--- config.mk ---
export PLATFORM = sky130hd
export DESIGN_NAME = sipo_deserializer
export DESIGN_NICKNAME = d
export VERILOG_FILES = /design/src/rtl/sipo_deserializer.sv
export SDC_FILE = /design/constraint.sdc
export NUM_CORES = 1
export LEC_CHECK = 0
export CAP_MARGIN = 5
export CORE_AREA = 2 2 39 41
export CTS_CLUSTER_SIZE = 28
export DETAILED_ROUTE_END_ITERATION = 16
export DIE_AREA = 0 0 41 43
export DONT_BUFFER_PORTS = 1
export GPL_TIMING_DRIVEN = 0
export PLACE_DENSITY_LB_ADDON = 0.3
export SETUP_SLACK_MARGIN = 0.1
export SYNTH_ARGS = -nofsm -noshare
export SYNTH_HDL_FRONTEND = slang
export SYNTH_SLANG_ARGS = --single-unit
--- constraint.sdc ---
create_clock -name clk -period 3.6 [get_ports clk]
set_clock_uncertainty 0.2 [all_clocks]
set_input_delay 1.08 -clock clk [delete_from_list [all_inputs] [get_ports clk]]
set_output_delay 1.08 -clock clk [all_outputs]
set_load 0.01 [all_outputs]
--- src/rtl/sipo_deserializer.sv ---
// -----------------------------------------------------------------------------
// sipo_deserializer
//
// Serial-to-parallel front end. Framed serial bits, qualified by bit_valid,
// are assembled into a WIDTH-bit word. Each completed word is placed on
// parallel_out together with a one-cycle out_valid strobe so the downstream
// parallel register can capture it. A frame_start seen while a frame is
// still in progress aborts that frame (frame_err pulse) and starts a new one
// with the current bit.
//
// Optional feature macro: PARITY_EN
//   When defined, every frame carries one extra even-parity bit after the
//   WIDTH data bits. The word is delivered on that bit together with
//   parity_err. When undefined, parity_err is tied to 0.
//
// Parameters:
//   WIDTH     - data word width in bits (>= 2)
//   MSB_FIRST - 1: first received bit lands in parallel_out[WIDTH-1]
//               0: first received bit lands in parallel_out[0]
//
// Ports:
//   clk          - system clock, rising edge
//   reset        - asynchronous active-low reset
//   serial_in    - serial data bit, sampled only when bit_valid = 1
//   bit_valid    - qualifies serial_in in the current cycle
//   frame_start  - current valid bit is the first bit of a frame
//   parallel_out - last completed word, held until the next completion
//   out_valid    - one-cycle pulse: parallel_out has just been updated
//   busy         - a frame is partially received
//   frame_err    - one-cycle pulse: a frame was aborted by frame_start
//   parity_err   - parity result, qualified by out_valid
// -----------------------------------------------------------------------------
module sipo_deserializer #(
    parameter int WIDTH     = 4,
    parameter bit MSB_FIRST = 1'b1
) (
    input  logic             clk,
    input  logic             reset,
    input  logic             serial_in,
    input  logic             bit_valid,
    input  logic             frame_start,
    output logic [WIDTH-1:0] parallel_out,
    output logic             out_valid,
    output logic             busy,
    output logic             frame_err,
    output logic             parity_err
);

    localparam int CW = $clog2(WIDTH) + 1;
    // Count value held while the last data bit is being captured.
    localparam logic [CW-1:0] LAST_DATA = CW'(WIDTH - 1);
`ifdef PARITY_EN
    localparam logic [CW-1:0] ALL_DATA  = CW'(WIDTH);
`endif

    typedef enum logic [1:0] {
        IDLE   = 2'd0,
        SHIFT  = 2'd1
`ifdef PARITY_EN
        ,
        PARITY = 2'd2
`endif
    } state_t;

    state_t          state_reg;
    logic [WIDTH-1:0] shreg_reg;
    logic [CW-1:0]    count_reg;
    logic [WIDTH-1:0] shreg_next;

    // One shift step in the configured bit order.
    function automatic logic [WIDTH-1:0] shift_in(input logic [WIDTH-1:0] cur,
                                                  input logic             b);
        logic [WIDTH-1:0] res;
        if (MSB_FIRST) begin
            res = {cur[WIDTH-2:0], b};
        end else begin
            res = {b, cur[WIDTH-1:1]};
        end
        return res;
    endfunction

    assign shreg_next = shift_in(shreg_reg, serial_in);

`ifndef PARITY_EN
    assign parity_err = 1'b0;
`endif

    always_ff @(posedge clk or negedge reset) begin
        if (!reset) begin
            state_reg    <= IDLE;
            shreg_reg    <= '0;
            count_reg    <= '0;
            parallel_out <= '0;
            out_valid    <= 1'b0;
            busy         <= 1'b0;
            frame_err    <= 1'b0;
`ifdef PARITY_EN
            parity_err   <= 1'b0;
`endif
        end else begin
            // Strobes are single-cycle unless re-asserted below.
            out_valid <= 1'b0;
            frame_err <= 1'b0;
`ifdef PARITY_EN
            parity_err <= 1'b0;
`endif
            if (bit_valid) begin
                if (frame_start) begin
                    // New frame from any state; a frame in progress is
                    // dropped. The old shift contents are cleared so the
                    // discarded bits can never leak into the new word.
                    frame_err <= (state_reg != IDLE);
                    shreg_reg <= shift_in('0, serial_in);
                    count_reg <= CW'(1);
                    state_reg <= SHIFT;
                    busy      <= 1'b1;
                end else begin
                    case (state_reg)
                        SHIFT: begin
                            shreg_reg <= shreg_next;
                            if (count_reg == LAST_DATA) begin
`ifdef PARITY_EN
                                count_reg <= ALL_DATA;
                                state_reg <= PARITY;
`else
                                parallel_out <= shreg_next;
                                out_valid    <= 1'b1;
                                count_reg    <= '0;
                                state_reg    <= IDLE;
                                busy         <= 1'b0;
`endif
                            end else begin
                                count_reg <= count_reg + 1'b1;
                            end
                        end
`ifdef PARITY_EN
                        PARITY: begin
                            // Even parity: data bits plus parity bit XOR to 0.
                            parallel_out <= shreg_reg;
                            out_valid    <= 1'b1;
                            parity_err   <= ^{shreg_reg, serial_in};
                            count_reg    <= '0;
                            state_reg    <= IDLE;
                            busy         <= 1'b0;
                        end
`endif
                        default: begin
                            // IDLE: bits outside a frame are ignored.
                        end
                    endcase
                end
            end
        end
    end

endmodule

## Word-level counts from Yosys, hierarchy flattened

Index checks and enable logic that the tools add are counted.

- Add/subtract/negate cells: 1
- Eq/ne operators: 2
- Reductions and logical operators: 6
- Muxes and demuxes: 17
- Bitwise operators: 1

Operator list:

| cell | count |
|---|---|
| 3-bit two-way mux | 5 |
| 1-bit two-way mux | 9 |
| 2-bit two-way mux | 3 |
| 2-bit nonzero test | 3 |
| 4-bit AND reduction | 1 |
| 3-bit by 1-bit adder with 3-bit output (second input constant) | 1 |
| 3-bit by 2-bit == test with 1-bit output (second input constant) | 1 |
| 3-bit AND reduction | 1 |
| 2-bit by 1-bit == test with 1-bit output (second input constant) | 1 |
| 2-bit AND reduction | 1 |
| 1-bit NOT | 1 |

- Flip-flop bits (word level): 15
- Output and inout bits: 8
- Word-level logic and storage cells: 34
- Input port bits: 5

## Depth between registers and ports, before layout

Gate-level depths: netlist of the first run.

- Word-level depth: 5
- Gate-level depth with buffers: 4
- Mapped depth without buffers: 4

## Worst setup path after synthesis of the first run

OpenSTA, ideal clock, no wires.

- Kind: input port to flip-flop
- Start point: in frame_start
- End point: reg parallel_out[0]
- Data arrival time: 1.788 ns
- Cell stages on the path: 3
- Library setup time: 0.125 ns
- Required time: 3.275 ns
- Path buffers: 1
- Slack: 1.487 ns
- Cells stage by stage: buf_6 > nor3_4 > mux2_2

- Longest elaborated chain between the ends: 2

RTL lines:

| what | line | RTL |
|---|---|---|
| from (decl) | 41 | `input logic frame_start,` |
| 1-bit NOT (no line) | n/a |  |
| 4-bit AND reduction (no line) | n/a |  |
| to (signal assigned) | 126 | `parallel_out <= shreg_next;` |
| to (decl) | 42 | `output logic [WIDTH-1:0] parallel_out,` |

No other way between the ends.
A chain may end at the register's enable or synchronous reset.

## Worst setup path after layout of the first run

- Start point: reg busy
- End point: out busy

RTL lines:

| what | line | RTL |
|---|---|---|
| from (decl) | 44 | `output logic busy,` |
| from (signal assigned) | 95 | `busy <= 1'b0;` |
| from (signal assigned) | 116 | `busy <= 1'b1;` |
| from (signal assigned) | 130 | `busy <= 1'b0;` |

No word-level cell between the ends.

==> key figures, run 1 <==
Run status
  – Status: finished, final reports clean

Clock tree
  – Clk slew on worst S/H paths: 0.08 ns
  – Post-cts sizing count: 0
  – Clock root cell: clkbuf_4
  – Hold buffers post-CTS: 0
  – H-tree Lvls: 1
  – Setup bufs post-CTS: 0
  – Clk_lat worst skew: 0.27 ns
  – Clock sinks: 13
  – Clock Path Buffers: 2
  – TritonCTS clock tree: built
  – CTS buffer count: 3

Cells and area
  – Number of flip-flops in the largest register: 4
  – Antenna Cells: 0
  – Final nets: 59
  – Layout cells sized above 1: 26.92%
  – Layout fillers: 145
  – Synth-to-layout area growth: 8.079%

Global routing
  – Total grt overflow: 0
  – Largest net degree at the start of global routing: 14
  – Vias in the first global route: 362
  – First-pass GRT wire length: 1.483 mm
  – GRT Total Usage: 13.33%
  – Initial antenna violation count: 0

Floorplan
  – Die width: 41 um
  – Rows: 14
  – Initial Utilization: 41.41%
  – Placeable Area: 1384 um^2
  – Die Ht: 43 um
  – Die footprint: 1763 um^2
  – Io pins: 13

Synthesis
  – Mapped Nets: 54
  – Synth Register Bits: 13
  – Dominant synthesized flop cell: dfrtp_1
  – Gate Count Post-Synth: 48
  – Avg Cell Area, Syn: 11.94 um^2
  – Cell taking the most area after synthesis: dfrtp_1
  – Post-synthesis sequential area ratio: 56.77%
  – Synthesized cell area: 573.1 um^2
  – Synth area leaders: dfrtp_1 57%, mux2_2 9.8%, o21ai_0 4.4%
  – Most used standard cell by instance count after synthesis: dfrtp_1
  – YS warnings: 0
  – Area fraction of the dominant cell type after synthesis: 56.77%
  – Distinct cells, synth: 21
  – FFs w/ async S/R, synth: 100.0%
  – Synth top cells by count: 13 x dfrtp_1, 5 x mux2_2, 5 x o21ai_0
  – Post-synth EDFFs: 0

Flow run
  – Max-cap violations: 0

Drt
  – DRT iter0 DRCs: 12
  – Wl on met1: 393 um
  – Top Layer Used: met4
  – Wirelength per Cell: 13.62 um
  – Drt via density: 5.559
  – DR pass1 iterations: 4
  – Met3 WL: 50 um
  – Routed length on met2: 438 um
  – Drt drc: 0
  – Antenna Nets Post-Route: 0
  – Via count: 378
  – Total Wirelength: 926 um

Power and ir drop
  – Leakage power: 0.2840 nW
  – Worst vdd ir: 276.5 uV
  – Total power: 0.0004243 W
  – Pwr dens: 685.2 nW/um^2

STA
  – Hold Fails Final Rpt: 0
  – Fmax: 0.4977 GHz
  – Crit path time final: 2.009 ns
  – Final setup fails: 0
  – RSZ-0062 raised after global routing: no
  – Fin crit share: 55.82%
  – Final setup TNS: 0 ns
  – Max-slew violation count: 0

Critical path
  – Worst-path fanout max: 4
  – CP Data Arrival Time: 0.73 ns
  – Critical Path RT: 2.32 ns
  – Startpoint Class: flop
  – Crit. End Element: output pin
  – Setup CP Type: flop to output pin

Hold path
  – Worst min path class: primary input to asynchronous set/reset pin

Placed design
  – Gpl congestion: 0.7639
  – I/O Buffers: 0
  – Hpwl dp: 637.5 um
## cell families after synthesis
group	after synthesis	share of synthesized area (%)
AO/OA/AOI/OAI	12	12.88
adder cells (fa/ha/maj)	1	2.183
buffers and inverters	5	5.459
flip-flops	13	56.77
multiplexers	5	9.825
other	1	0.6544
AND/OR/NAND/NOR	11	12.23
## layout by cell type, fill, tap and decap left out, types with 2 or more instances in the layout
master / instances
o21ai_0: 5
o2bb2ai_1: 2
mux2_2: 5
inv_1: 2
dfrtp_1: 13
clkbuf_4: 3
nand2_1: 3
nor2b_1: 2
a31oi_1: 3
## stage by stage
step           hold slack, ns  setup slack, ns  cell area [um^2]  utilization, %  std cells
5_1_grt                0.2724            1.553             619.3           44.76         68
6_report               0.2886            1.591             619.3           44.76         68
2_1_floorplan          0.2486            1.487             573.1               -         48
4_1_cts                0.2821            1.577             619.3           44.76         68
3_3_place_gp           0.2617            1.406             593.1           42.86         64
3_5_place_dp           0.2685            1.408             593.1           42.86         64
## final timing paths
| path | start | endpoint | slack [ns] | depth (start not counted) |
|---|---|---|---|---|
| worst max-delay path | busy$_DFFE_PN0P_ | busy | 1.59 | 0 |
| worst min-delay path | reset | count_reg[0]$_DFFE_PN0P_ | 0.29 | 0 |
| worst max register to register | count_reg[0]$_DFFE_PN0P_ | parallel_out[0]$_DFFE_PN0P_ | 1.95 | 4 |
| worst min register to register | count_reg[2]$_DFFE_PN0P_ | count_reg[2]$_DFFE_PN0P_ | 0.30 | 1 |
| max in group asynchronous | reset | parallel_out[0]$_DFFE_PN0P_ | 2.84 | 0 |
| min in group clk | count_reg[2]$_DFFE_PN0P_ | count_reg[2]$_DFFE_PN0P_ | 0.30 | 1 |
## layout make-up
class	instances	area [um^2]	share of cell area (%)
Sequential cell	13	325.3	52.53
Multi-Input combinational cell	30	216.5	34.95
Clock buffer	4	26.28	4.242
Buffer	3	23.77	3.838
Tap cell	16	20.02	3.232
Inverter	2	7.507	1.212
## layer usage
| metal | vias up | global-route usage, % |
|---|---|---|
| met5 | - | 0 |
| met4 | 0 | 12.00 |
| met3 | 4 | 5.236 |
| met2 | 12 | 16.56 |
| met1 | 187 | 16.78 |
| li1 | 175 | - |
## power breakdown
group | total, W | internal [W] | switching (W)
Combinational | 0.0000988 | 0.0000489 | 0.0000500
Clock | 0.0000906 | 0.0000430 | 0.0000476
Sequential | 0.000235 | 0.000192 | 0.0000433
No activity file was read; power rests on OpenSTA's default activity.
==> run 2, diff against run 1 <==
==> constraint.sdc (replaced) <==
create_clock -name clk -period 1.86 [get_ports clk]
set_clock_uncertainty 0.2 [all_clocks]
set_input_delay 0.558 -clock clk [delete_from_list [all_inputs] [get_ports clk]]
set_output_delay 0.558 -clock clk [all_outputs]
set_load 0.01 [all_outputs]
==> run 2 against run 1 <==
  * Clock power rose by 93%
  * Wire length rose by 2.1%
  * Cell count rose by 1.5%
  * Flip-flop and latch count did not move
  * Combinational power rose by 100%
  * Global-route usage rose by 0.10 points
  * Via count rose by 1.6%
  * First-iteration DRC count fell by 33%
==> key figures, run 2 (synthesized netlist as in run 1, its figures left out) <==
STA
  – Fin crit share: 88.78%
  – Worst slew margin: 62.42%
  – Hold Fails Final Rpt: 0 (unchanged)
  – RSZ-0062 raised after global routing: no (unchanged)
  – Crit path time final: 1.651 ns
  – Max-slew violation count: 0 (unchanged)
  – Final setup TNS: 0 ns (unchanged)
  – Final setup fails: 0 (unchanged)
  – Slew @ Worst Pin: 0.5618 ns
  – Fmax: 0.6056 GHz

Global routing
  – Initial antenna violation count: 0 (unchanged)
  – Vias in the first global route: 364 (was 362)
  – First-pass GRT wire length: 1.504 mm (was 1.483 mm)
  – GRT Total Usage: 13.43% (was 13.33%)
  – Total grt overflow: 0 (unchanged)
  – Largest net degree at the start of global routing: 14 (unchanged)

Power and ir drop
  – Switch share: 33.57% (was 33.20%)
  – Worst vdd ir: 535.2 uV (was 276.5 uV)
  – Pwr dens: 1316 nW/um^2 (was 685.2 nW/um^2)
  – Reg power frac: 54.9% (was 55.4%)
  – Combinational share of power: 23.9% (was 23.3%)
  – Internal power: 0.0005499 W (was 0.0002835 W)
  – Net Sw Power: 0.0002780 W (was 0.0001409 W)
  – Leakage power: 0.2882 nW (was 0.2840 nW)
  – Clk network pwr share: 21.2% (was 21.3%)

Clock tree
  – Clock Path Buffers: 2 (unchanged)
  – Clk_lat worst skew: 0.27 ns (about the same)
  – Post-cts sizing count: 0 (unchanged)
  – CTS buffer count: 3 (unchanged)
  – TritonCTS clock tree: built (unchanged)
  – Clock root cell: clkbuf_4 (unchanged)
  – H-tree Lvls: 1 (unchanged)
  – Clock sinks: 13 (unchanged)
  – Clk slew on worst S/H paths: 0.08 ns (about the same)

Critical path
  – Worst reg2reg path endpoint: parallel_out[0]$_DFFE_PN0P_ (unchanged)
  – Startpoint Class: flop (unchanged)
  – Setup CP Type: flop to flop (was flop to output pin)
  – Crit-path cells: ha_1, nand2b_1, nor3_4, mux2_2
  – Critical Path RT: 1.83 ns (was 2.32 ns)
  – CP Data Arrival Time: 1.62 ns (was 0.73 ns)
  – CP max-delay cell: dfrtp_1
  – Worst-path fanout max: 5 (was 4)
  – CP max stage delay: 0.38 ns
  – Reg-to-reg slack, setup: 0.21 ns (was 1.95 ns)
  – WP buf/inv: 0
  – R2r startpoint: count_reg[0]$_DFFE_PN0P_ (unchanged)
  – CP top delay family: simple AND/OR/NAND/NOR gates
  – Crit. End Element: flop (was output pin)
  – R2R cell count: 4 (unchanged)

Flow run
  – Max-cap violations: 0 (unchanged)

Hold path
  – Worst Hold Depth: 2
  – Worst min path class: primary input to flop (was primary input to asynchronous set/reset pin)
  – Critical hold path startpoint: bit_valid
  – Hold Path End: busy$_DFFE_PN0P_

Cells and area
  – Antenna Cells: 0 (unchanged)
  – Final nets: 60 (was 59)
  – Most common cell after layout, fill and taps aside: dfrtp_1 (unchanged)
  – Layout cells sized above 1: 26.42% (was 26.92%)
  – Layout fillers: 144 (was 145)
  – Final Non-Filler Cells: 69 (was 68)
  – Synth-to-layout area growth: 9.825% (was 8.079%)
  – Final core utilization: 45.48% (was 44.76%)
  – Number of flip-flops in the largest register: 4 (unchanged)
  – Commonest non-fill, non-tap cells in the layout: 13 x dfrtp_1, 5 x o21ai_0, 5 x mux2_2 (unchanged)

Placed design
  – Hpwl dp: 637.5 um (unchanged)
  – I/O Buffers: 0 (unchanged)
  – Gpl congestion: 0.7639 (unchanged)
  – Cells after DPL: 64 (unchanged)

Drt
  – Wirelength per Cell: 13.70 um (was 13.62 um)
  – DR pass1 iterations: 4 (unchanged)
  – Drt via density: 5.565 (was 5.559)
  – Drt drc: 0 (unchanged)
  – Via count: 384 (was 378)
  – Antenna Nets Post-Route: 0 (unchanged)
  – DRT iter0 DRCs: 8 (was 12)
  – Total Wirelength: 945 um (was 926 um)

Floorplan
  – Die width: 41 um (unchanged)
  – Initial Utilization: 41.41% (unchanged)
  – Placeable Area: 1384 um^2 (unchanged)
  – Die Ht: 43 um (unchanged)
  – Rows: 14 (unchanged)
  – Io pins: 13 (unchanged)
  – Die footprint: 1763 um^2 (unchanged)

Run status
  – Status: finished, final reports clean (unchanged)
## run 2: cell count changes in the layout (fill, tap and decap cells not counted), sizes merged
cell,change
dlygate4sd3,+1
## run 2: routing by layer
layer	track usage, %	share of wire, %
met5	0	0
met2	17.50	48
met3	5.236	4.6
met1	16.11	43
met4	12.00	4.6
## run 2: stage by stage
| step | total power, W | hold slack, ns | area [um^2] | setup WS (ns) |
|---|---|---|---|---|
| 6_report | 0.0008279 | 0.1990 | 629.4 | 0.2086 |
| 5_1_grt | 0.0008911 | 0.2013 | 629.4 | 0.1220 |
| 4_1_cts | 0.0008385 | 0.1947 | 629.4 | 0.2101 |
| 3_5_place_dp | 0.0006563 | 0.06272 | 593.1 | 0.1901 |
| 3_3_place_gp | 0.0006450 | 0.06270 | 593.1 | 0.1879 |
| 2_1_floorplan | 0.0006125 | 0.06241 | 573.1 | 0.2689 |
## run 2: cell type report
class | count | area (um^2) | share of cell area (%)
tap | 16 | 20.02 | 3.181
clock buffer | 4 | 26.28 | 4.175
inverter | 2 | 7.507 | 1.193
sequential | 13 | 325.3 | 51.69
multi-input combinational | 30 | 216.5 | 34.39
timing repair buffer | 1 | 10.01 | 1.590
buffer | 3 | 23.77 | 3.777
## run 2: power groups by stage
stage,clock network [W],registers (W),logic (W)
final,0.000175,0.000455,0.000198
after global routing,0.000192,0.000472,0.000227
after CTS,0.000180,0.000457,0.000201
after detailed placement,0,0.000463,0.000193
after global placement,0,0.000463,0.000182
after floorplan,0,0.000449,0.000164
## run 2: repair_timing
action / in CTS / in global routing
buffers inserted: 0 / 0
endpoints found under the setup margin: 0 / 0
endpoints found under the hold margin: 13 / 0
hold buffers: 1 / 0
## run 2: worst max path at each step
stage / end / depth (start not counted) / slack [ns] / startpoint
floorplan: parallel_out[0]$_DFFE_PN0P_ / 3 / 0.27 / frame_start
global placement: parallel_out[0]$_DFFE_PN0P_ / 3 / 0.19 / frame_start
detailed placement: parallel_out[3]$_DFFE_PN0P_ / 3 / 0.19 / frame_start
CTS: parallel_out[0]$_DFFE_PN0P_ / 4 / 0.21 / count_reg[0]$_DFFE_PN0P_
global route: parallel_out[1]$_DFFE_PN0P_ / 4 / 0.12 / count_reg[0]$_DFFE_PN0P_
finish: parallel_out[0]$_DFFE_PN0P_ / 4 / 0.21 / count_reg[0]$_DFFE_PN0P_
## run 2: worst register-to-register path, cell delays in order (launching register included)
cell	delay [ns]
dfrtp_1	0.38
ha_1	0.19
nand2b_1	0.15
nor3_4	0.26
mux2_2	0.37
==> run 3, diff against run 2 <==
--- a/config.mk
+++ b/config.mk
@@ -5,8 +5,10 @@
 export SDC_FILE = /design/constraint.sdc
 export NUM_CORES = 1
 export LEC_CHECK = 0
+export ABC_CLOCK_PERIOD_IN_PS = 1860
 export CAP_MARGIN = 5
 export CORE_AREA = 2 2 39 41
+export CTS_BUF_LIST = sky130_fd_sc_hd__clkbuf_2 sky130_fd_sc_hd__clkbuf_4 sky130_fd_sc_hd__clkbuf_8
 export CTS_CLUSTER_SIZE = 28
 export DETAILED_ROUTE_END_ITERATION = 16
 export DIE_AREA = 0 0 41 43
==> run 3 against run 2 <==
  * Worst hold slack better by 0.0025 ns
  * Sequential share of layout area is 0.31 points lower
  * Final area rose by 0.60%
  * Cell count stayed put
==> key figures, run 3 (synthesized netlist as in run 1, its figures left out) <==
Drt
  – Total Wirelength: 938 um (was 945 um)
  – Wirelength per Cell: 13.59 um (was 13.70 um)
  – Antenna Nets Post-Route: 0 (unchanged)
  – DRT iter0 DRCs: 2 (was 8)
  – Via count: 366 (was 384)
  – Drt via density: 5.304 (was 5.565)
  – Drt drc: 0 (unchanged)
  – DR pass1 iterations: 2 (was 4)

Clock tree
  – Clock sinks: 13 (unchanged)
  – H-tree Lvls: 1 (unchanged)
  – Clk_lat worst skew: 0.28 ns (was 0.27 ns)
  – Clock Path Buffers: 2 (unchanged)
  – TritonCTS clock tree: built (unchanged)
  – Clock root cell: clkbuf_4 (unchanged)
  – CTS buffer count: 3 (unchanged)
  – Clk slew on worst S/H paths: 0.08 ns (about the same)

Placed design
  – Gpl congestion: 0.7639 (unchanged)
  – Hpwl dp: 637.5 um (unchanged)
  – I/O Buffers: 0 (unchanged)
  – Cells after DPL: 64 (unchanged)

Critical path
  – Startpoint Class: flop (unchanged)
  – Critical Path RT: 1.83 ns (about the same)
  – R2r startpoint: count_reg[0]$_DFFE_PN0P_ (unchanged)
  – Worst reg2reg path endpoint: parallel_out[3]$_DFFE_PN0P_ (was parallel_out[0]$_DFFE_PN0P_)
  – Setup CP Type: flop to flop (unchanged)
  – Crit. End Element: flop (unchanged)
  – Worst-path fanout max: 5 (unchanged)
  – Reg-to-reg slack, setup: 0.21 ns (about the same)
  – CP Data Arrival Time: 1.61 ns (was 1.62 ns)
  – R2R cell count: 4 (unchanged)

Power and ir drop
  – Total power: 0.0008422 W (was 0.0008279 W)
  – Pwr dens: 1330 nW/um^2 (was 1316 nW/um^2)
  – Leakage power: 0.2916 nW (was 0.2882 nW)
  – Worst vdd ir: 536.5 uV (was 535.2 uV)

Cells and area
  – Number of flip-flops in the largest register: 4 (unchanged)
  – Synth-to-layout area growth: 10.48% (was 9.825%)
  – Final nets: 60 (unchanged)
  – Layout cells sized above 1: 28.30% (was 26.42%)
  – Layout fillers: 142 (was 144)
  – Antenna Cells: 0 (unchanged)
  – Most common cell after layout, fill and taps aside: dfrtp_1 (unchanged)
  – Final Non-Filler Cells: 69 (unchanged)
  – Commonest non-fill, non-tap cells in the layout: 13 x dfrtp_1, 5 x o21ai_0, 5 x mux2_2, 4 x clkbuf_4 (was 13 x dfrtp_1, 5 x o21ai_0, 5 x mux2_2)

STA
  – Final setup TNS: 0 ns (unchanged)
  – Final setup fails: 0 (unchanged)
  – Worst slew margin: 61.76% (was 62.42%)
  – Fmax: 0.6071 GHz (was 0.6056 GHz)
  – Hold Fails Final Rpt: 0 (unchanged)
  – Slew @ Worst Pin: 0.5717 ns (was 0.5618 ns)
  – RSZ-0062 raised after global routing: no (unchanged)
  – Crit path time final: 1.647 ns (was 1.651 ns)
  – Max-slew violation count: 0 (unchanged)
  – Fin crit share: 88.56% (was 88.78%)

Hold path
  – Worst Hold Depth: 2 (unchanged)
  – Hold Path End: busy$_DFFE_PN0P_ (unchanged)
  – Critical hold path startpoint: bit_valid (unchanged)
  – Worst min path class: primary input to flop (unchanged)

Global routing
  – Largest net degree at the start of global routing: 14 (unchanged)
  – Initial antenna violation count: 0 (unchanged)
  – GRT Total Usage: 13.43% (unchanged)
  – Total grt overflow: 0 (unchanged)
  – Vias in the first global route: 359 (was 364)
  – First-pass GRT wire length: 1.504 mm (unchanged)

Flow run
  – Max-cap violations: 0 (unchanged)

Floorplan
  – Rows: 14 (unchanged)
  – Die Ht: 43 um (unchanged)
  – Die footprint: 1763 um^2 (unchanged)
  – Placeable Area: 1384 um^2 (unchanged)
  – Initial Utilization: 41.41% (unchanged)
  – Die width: 41 um (unchanged)
  – Io pins: 13 (unchanged)

Run status
  – Status: finished, final reports clean (unchanged)
[run 3: repair_timing]
action                                  4_1_cts  5_1_grt
buffers inserted                              0        0
hold buffers                                  1        0
hold endpoints to repair                     13        0
endpoints found under the setup margin        0        0
gates resized for setup                       0        0
[run 3: metrics by stage]
step	cell area [um^2]	hold WS, ns	worst slack [ns]	utilization [%]
5_1_grt	633.1	0.2000	0.1227	45.75
4_1_cts	633.1	0.1958	0.2118	45.75
3_3_place_gp	593.1	0.06270	0.1879	42.86
6_report	633.1	0.2015	0.2128	45.75
3_5_place_dp	593.1	0.06272	0.1901	42.86
2_1_floorplan	573.1	0.06241	0.2689	-
[run 3: worst max-delay path, stage by stage (launching register included)]
cell	delay (ns)
dfrtp_1	0.38
ha_1	0.18
nand2b_1	0.15
nor3_4	0.26
mux2_2	0.37
[run 3: how the worst max path moves through the flow]
stage | from | cells after the start | to | slack, ns
final | count_reg[0]$_DFFE_PN0P_ | 4 | parallel_out[3]$_DFFE_PN0P_ | 0.21
after floorplan | frame_start | 3 | parallel_out[0]$_DFFE_PN0P_ | 0.27
after CTS | count_reg[0]$_DFFE_PN0P_ | 4 | parallel_out[0]$_DFFE_PN0P_ | 0.21
after global routing | count_reg[0]$_DFFE_PN0P_ | 4 | parallel_out[1]$_DFFE_PN0P_ | 0.12
after global placement | frame_start | 3 | parallel_out[0]$_DFFE_PN0P_ | 0.19
after detailed placement | frame_start | 3 | parallel_out[3]$_DFFE_PN0P_ | 0.19
[run 3: where the power goes]
group | switching (W) | internal [W] | total, W | leakage, nW
combinational | 0.000102 | 0.0000959 | 0.000197 | 0.108
clock | 0.0000914 | 0.0000978 | 0.000189 | 0.0184
sequential | 0.0000847 | 0.000371 | 0.000455 | 0.166
[run 3: area by class of cell]
cell class / count / area [um^2] / share of cell area [%]
plain buffers: 3 / 23.77 / 3.755
flip-flops and latches: 13 / 325.3 / 51.38
inverters: 2 / 7.507 / 1.186
multi-input cells: 30 / 216.5 / 34.19
repair buffers: 1 / 10.01 / 1.581
clock buffers: 4 / 30.03 / 4.743
well taps: 16 / 20.02 / 3.162
[run 3: routing by layer]
metal	wire length, um	vias to the layer above	track usage [%]
met3	53	4	5.236
met5	0	-	0
met1	419	175	16.44
li1	-	178	-
met4	44	0	12.00
met2	420	9	17.19
